==> src/rtl/damage_scan_engine.sv <==
// damage_scan_engine: per-frame bullet damage scanner.
// Walks NUM_SLOTS bullet slots one per clock, applies the colour/motion hit
// rule, accumulates damage and hit count, then publishes both with a
// one-cycle done pulse.
// Optional build macro: DAMAGE_SATURATE_EN -- damage accumulator clamps at
// 2**DMG_W-1 instead of wrapping modulo 2**DMG_W.
module damage_scan_engine #(
  parameter int unsigned NUM_SLOTS    = 8,
  parameter int unsigned IDX_W        = 3,
  parameter int unsigned DMG_W        = 8,
  parameter int unsigned ATTACK_POWER = 50,
  parameter int unsigned CNT_W        = 4
) (
  input  logic             clk,
  input  logic             rst_n,
  input  logic             start,
  input  logic             player_moving,
  input  logic             slot_collide,
  input  logic [1:0]       slot_color,
  output logic [IDX_W-1:0] slot_idx,
  output logic             busy,
  output logic             done,
  output logic [DMG_W-1:0] damage,
  output logic [CNT_W-1:0] hit_count
);

  localparam int unsigned      ACC_W    = DMG_W + 1;
  localparam logic [IDX_W-1:0] LAST_IDX = IDX_W'(NUM_SLOTS - 1);
  localparam logic [ACC_W-1:0] AP_EXT   = ACC_W'(ATTACK_POWER);

  typedef enum logic [1:0] {
    ST_IDLE = 2'd0,
    ST_SCAN = 2'd1,
    ST_DONE = 2'd2
  } state_e;

  state_e           state_q, state_d;
  logic [IDX_W-1:0] slot_idx_q, slot_idx_d;
  logic             busy_q, busy_d;
  logic             done_q, done_d;
  logic [DMG_W-1:0] damage_q, damage_d;
  logic [CNT_W-1:0] hit_count_q, hit_count_d;
  logic [DMG_W-1:0] acc_q, acc_d;
  logic [CNT_W-1:0] cnt_q, cnt_d;

  logic             hit_c;
  logic [ACC_W-1:0] acc_sum_c;
  logic [DMG_W-1:0] acc_add_c;

  // Hit rule: white always, blue only when moving, orange only when still.
  always_comb begin
    hit_c = 1'b0;
    if (slot_collide) begin
      case (slot_color)
        2'd0:    hit_c = 1'b1;
        2'd1:    hit_c = player_moving;
        2'd2:    hit_c = ~player_moving;
        default: hit_c = 1'b0;
      endcase
    end
  end

  // Accumulator add with one guard bit; overflow handling is a build option.
  always_comb begin
    acc_sum_c = {1'b0, acc_q} + AP_EXT;
`ifdef DAMAGE_SATURATE_EN
    acc_add_c = acc_sum_c[DMG_W] ? {DMG_W{1'b1}} : acc_sum_c[DMG_W-1:0];
`else
    acc_add_c = acc_sum_c[DMG_W-1:0];
`endif
  end

  // Next-state and output logic. The final slot's totals land in acc/cnt,
  // and the DONE cycle publishes them so done appears NUM_SLOTS+1 clocks
  // after start is sampled.
  always_comb begin
    state_d     = state_q;
    slot_idx_d  = slot_idx_q;
    busy_d      = busy_q;
    done_d      = 1'b0;
    damage_d    = damage_q;
    hit_count_d = hit_count_q;
    acc_d       = acc_q;
    cnt_d       = cnt_q;

    case (state_q)
      ST_IDLE: begin
        if (start) begin
          acc_d      = '0;
          cnt_d      = '0;
          slot_idx_d = '0;
          busy_d     = 1'b1;
          state_d    = ST_SCAN;
        end
      end

      ST_SCAN: begin
        if (hit_c) begin
          acc_d = acc_add_c;
          cnt_d = cnt_q + CNT_W'(1);
        end
        if (slot_idx_q < LAST_IDX) begin
          slot_idx_d = slot_idx_q + IDX_W'(1);
        end else begin
          slot_idx_d = '0;
          state_d    = ST_DONE;
        end
      end

      ST_DONE: begin
        damage_d    = acc_q;
        hit_count_d = cnt_q;
        done_d      = 1'b1;
        busy_d      = 1'b0;
        state_d     = ST_IDLE;
      end

      default: begin
        state_d    = ST_IDLE;
        busy_d     = 1'b0;
        slot_idx_d = '0;
      end
    endcase
  end

  // State and datapath registers.
  always_ff @(posedge clk or negedge rst_n) begin
    if (!rst_n) begin
      state_q     <= ST_IDLE;
      slot_idx_q  <= '0;
      busy_q      <= 1'b0;
      done_q      <= 1'b0;
      damage_q    <= '0;
      hit_count_q <= '0;
      acc_q       <= '0;
      cnt_q       <= '0;
    end else begin
      state_q     <= state_d;
      slot_idx_q  <= slot_idx_d;
      busy_q      <= busy_d;
      done_q      <= done_d;
      damage_q    <= damage_d;
      hit_count_q <= hit_count_d;
      acc_q       <= acc_d;
      cnt_q       <= cnt_d;
    end
  end

  assign slot_idx  = slot_idx_q;
  assign busy      = busy_q;
  assign done      = done_q;
  assign damage    = damage_q;
  assign hit_count = hit_count_q;

endmodule

==> config.mk <==
export PLATFORM = sky130hd
export DESIGN_NAME = damage_scan_engine
export DESIGN_NICKNAME = d
export VERILOG_FILES = /design/src/rtl/damage_scan_engine.sv
export SDC_FILE = /design/constraint.sdc
export NUM_CORES = 1
export LEC_CHECK = 0
export BUFFER_PORTS_ARGS = -buffer_cell sky130_fd_sc_hd__clkbuf_2
export CORE_ASPECT_RATIO = 0.75
export CORE_UTILIZATION = 56
export CTS_BUF_LIST = sky130_fd_sc_hd__clkbuf_2
export DETAILED_ROUTE_END_ITERATION = 16
export GPL_ROUTABILITY_DRIVEN = 0
export PLACE_DENSITY = 0.83
export SLEW_MARGIN = 5
export SYNTH_ARGS = -nofsm -noshare
export SYNTH_HDL_FRONTEND = slang
export SYNTH_SLANG_ARGS = --single-unit
==> constraint.sdc <==
create_clock -name clk -period 3 [get_ports clk]
set_clock_uncertainty 0.2 [all_clocks]
set_input_delay 0.6 -clock clk [delete_from_list [all_inputs] [get_ports clk]]
set_output_delay 0.6 -clock clk [all_outputs]
set_load 0.05 [all_outputs]
==> impl_results.md <==
* Distinct cells, synth at 39
* Overflow left after global routing at 0
* Area Overhead vs Synth at 16.0%
* Layout Cells excl Fill at 173
* Clk buf depth at 2
* Synthesis Warnings at 0
* Worst skew pair latency at 0.37 ns
* Critical path, cell by cell: clkbuf_2
* Clock slew at reported path FFs at 0.17 ns
* Critical Path RT at 2.20 ns
* Layout cell share with drive strength beyond 1 at 0.319
* EDFF count, synth at 0
* Gate Count Post-Synth at 116
* Die height at 44.3 µm
* Port-buffer cells at 22
* Placed Area at 0.00146 mm²
* Crit path DAT at 1.12 ns
* Global-route wire length before repair at 4350 µm
* Hold_buf cts at 0
* Vias in the first global route at 953
* Hold Vio Cnt, Final at 0
* Max Clk Rate at 521 MHz
* Vias post-DR at 999
* Least-Margin Pin Slew at 0.713 ns
* Initial drt markers at 38
* Crit path buf inv count at 1
* DRC errors left at 0
* Post-synth top area share at 0.544
* Die area at 0.00258 mm²
* Static Leak at 0.771 nW
* Syn Nets at 126
* Setup WS post-layout at 1.08 ns
* Synthesis-stage register bit count at 29
* Antenna viol nets, final at 0
* Max-Cap Viols at 0
* GRT Total Usage at 0.238
* RSZ-0062 raised after global routing: no
* Slowest library cell on the worst path: dfrtp_1
* Placed Cells incl. Taps at 165
* CP Depth at 1
* Status: finished clean
* Critical path endpoint category: output port
* Setup tns final at 0 ns
* Critical path class: register to output port
* Crit path to: slot_idx[0]
* Final Hold Slack at 0.0404 ns
* Area leader, netlist: dfrtp_1
* Worst R2R Setup Slack at 1.22 ns
* Crit path max fanout at 5
* Wire length per cell at 15.1 µm
* CP max stage delay at 0.44 ns
* Final wirelength at 2610 µm
* Min Tclk post-route at 1.92 ns
* Vias/cell at 5.77
* Ant. Diodes at 0
* Synthesized area at 0.00133 mm²
* Detailed Place HPWL at 1780 µm
* CP Launch Type: register
* Main synth FF type: dfrtp_1
* Final setup violation count at 0
* Max-slew violations at 0
* CP Launch Point: slot_idx[0]
* PwrDens at 1230 mW/mm²
* Normalized max-slew margin at 0.524
* Fin crit share at 0.639
* Layout Nets at 150
* Initial antenna violation count at 0
* Die W at 58.4 µm
* CTS Buf Count at 5
* Starting density of the core at 0.629
* R2R depth at 2
* TritonCTS Sinks at 29
* Placement Setup Slack at 0.898 ns
* Cell family with most CP delay: flip-flops
* Rows at 14
* RR Endpoint: damage[3]
* Post-CTS resize count at 0
* HP Class: input pin to asynchronous set/reset pin
* Avg Cell Area, Syn at 11.5 µm²
* Worst R2R Start: state_q[0]
* Register area share after synthesis at 0.544
* Setup Fix Bufs, Post-CTS at 0
* Main area contributors after synthesis: dfrtp_1 54%, mux2_2 5.9%, mux2i_1 3.0%
* Max VDD drop at 752 µV
* Largest net degree at the start of global routing at 30
* CTS tree: done
* Core area at 0.00212 mm²
* Htree depth at 2
* Final instance area at 0.00155 mm²
* Pre-Repair DR Iteration Count at 4
* Post-synthesis async set-or-reset flop share at 1.00
* Clock Tree Root: clkbuf_2
* I/O pins at 24
==> power breakdown <==
part / leakage, nW / total (W) / switching [W] / internal [W]
clock network: 0.0529 / 0.000370 / 0.000147 / 0.000223
logic: 0.365 / 0.000847 / 0.000580 / 0.000267
registers: 0.353 / 0.000694 / 0.000145 / 0.000549
==> stage by stage <==
| stage | power [W] | utilization |
|---|---|---|
| 6_report | 0.00191 | 0.730 |
| 5_1_grt | 0.00201 | 0.730 |
| 4_1_cts | 0.00192 | 0.730 |
| 3_5_place_dp | 0.00154 | 0.688 |
| 3_3_place_gp | 0.00151 | 0.688 |
| 2_1_floorplan | 0.00134 | - |
==> final cells by class <==
type / count / area (µm²)
sequential: 29 / 726
fill: 146 / 572
inverter: 7 / 26.3
timing repair buffer: 22 / 110
tap: 32 / 40.0
clock buffer: 5 / 25.0
multi-input combinational: 75 / 556
clock inverter: 3 / 65.1
==> registers in the layout, summed over array words and instances, names as in the netlist <==
name / cells
damage: 7
state_q: 2
done: 1
cnt_q: 4
busy: 1
hit_count: 4
slot_idx: 3
acc_q: 7
==> logic make-up (layout without fill, tap and decap cells) <==
| logic type | count (synthesis) | count (layout) | synth area share |
|---|---|---|---|
| AOI/OAI and AO/OA | 27 | 27 | 0.149 |
| xor gates and xnor gates | 2 | 2 | 0.0131 |
| buffers and inverters | 12 | 37 | 0.0394 |
| adders and majority gates | 3 | 3 | 0.0281 |
| DFF | 29 | 29 | 0.544 |
| other | 1 | 1 | 0.00281 |
| and+or+nand+nor | 30 | 30 | 0.123 |
| muxes | 12 | 12 | 0.100 |
==> placed cells by master, fill, tap and decap left out, types with 2 or more instances in the layout <==
cell and n:
dfrtp_1 29, clkbuf_2 27, nand2_1 10, inv_1 7
o21ai_0 7, mux2_2 7, nand2b_1 4, nand3_1 4
mux2i_1 4, a31oi_1 3, ha_1 3, nor2b_1 2
nor2_1 2, xnor2_1 2, o211ai_1 2, o221ai_1 2
a21oi_1 2, and3_1 2, a31o_2 2, bufinv_16 2
==> Yosys cell counts, drive strengths merged, types with 3 or more instances <==
library cell / n
buf: 3
dfrtp: 29
ha: 3
inv: 7
o211ai: 3
nand2b: 4
mux2: 8
o21ai: 8
nand2: 10
mux2i: 4
nand3: 4
a31oi: 3
==> worst min-delay path by stage <==
stage,start,end,slack [ns]
floorplan,rst_n,acc_q[1],0.10
global placement,hit_count[2],hit_count[2],0.26
detailed placement,hit_count[2],hit_count[2],0.28
CTS,rst_n,hit_count[3],0.05
global route,rst_n,hit_count[3],0.06
finish,rst_n,hit_count[3],0.04
==> metal layers <==
metal,global-route usage,routed length [µm],part of all wire
met1,0.303,1160,0.44
met2,0.382,1210,0.46
met3,0.0965,225,0.086
met4,0.0667,17,0.0065
met5,0,0,0
No activity file was read; power rests on OpenSTA's default activity.
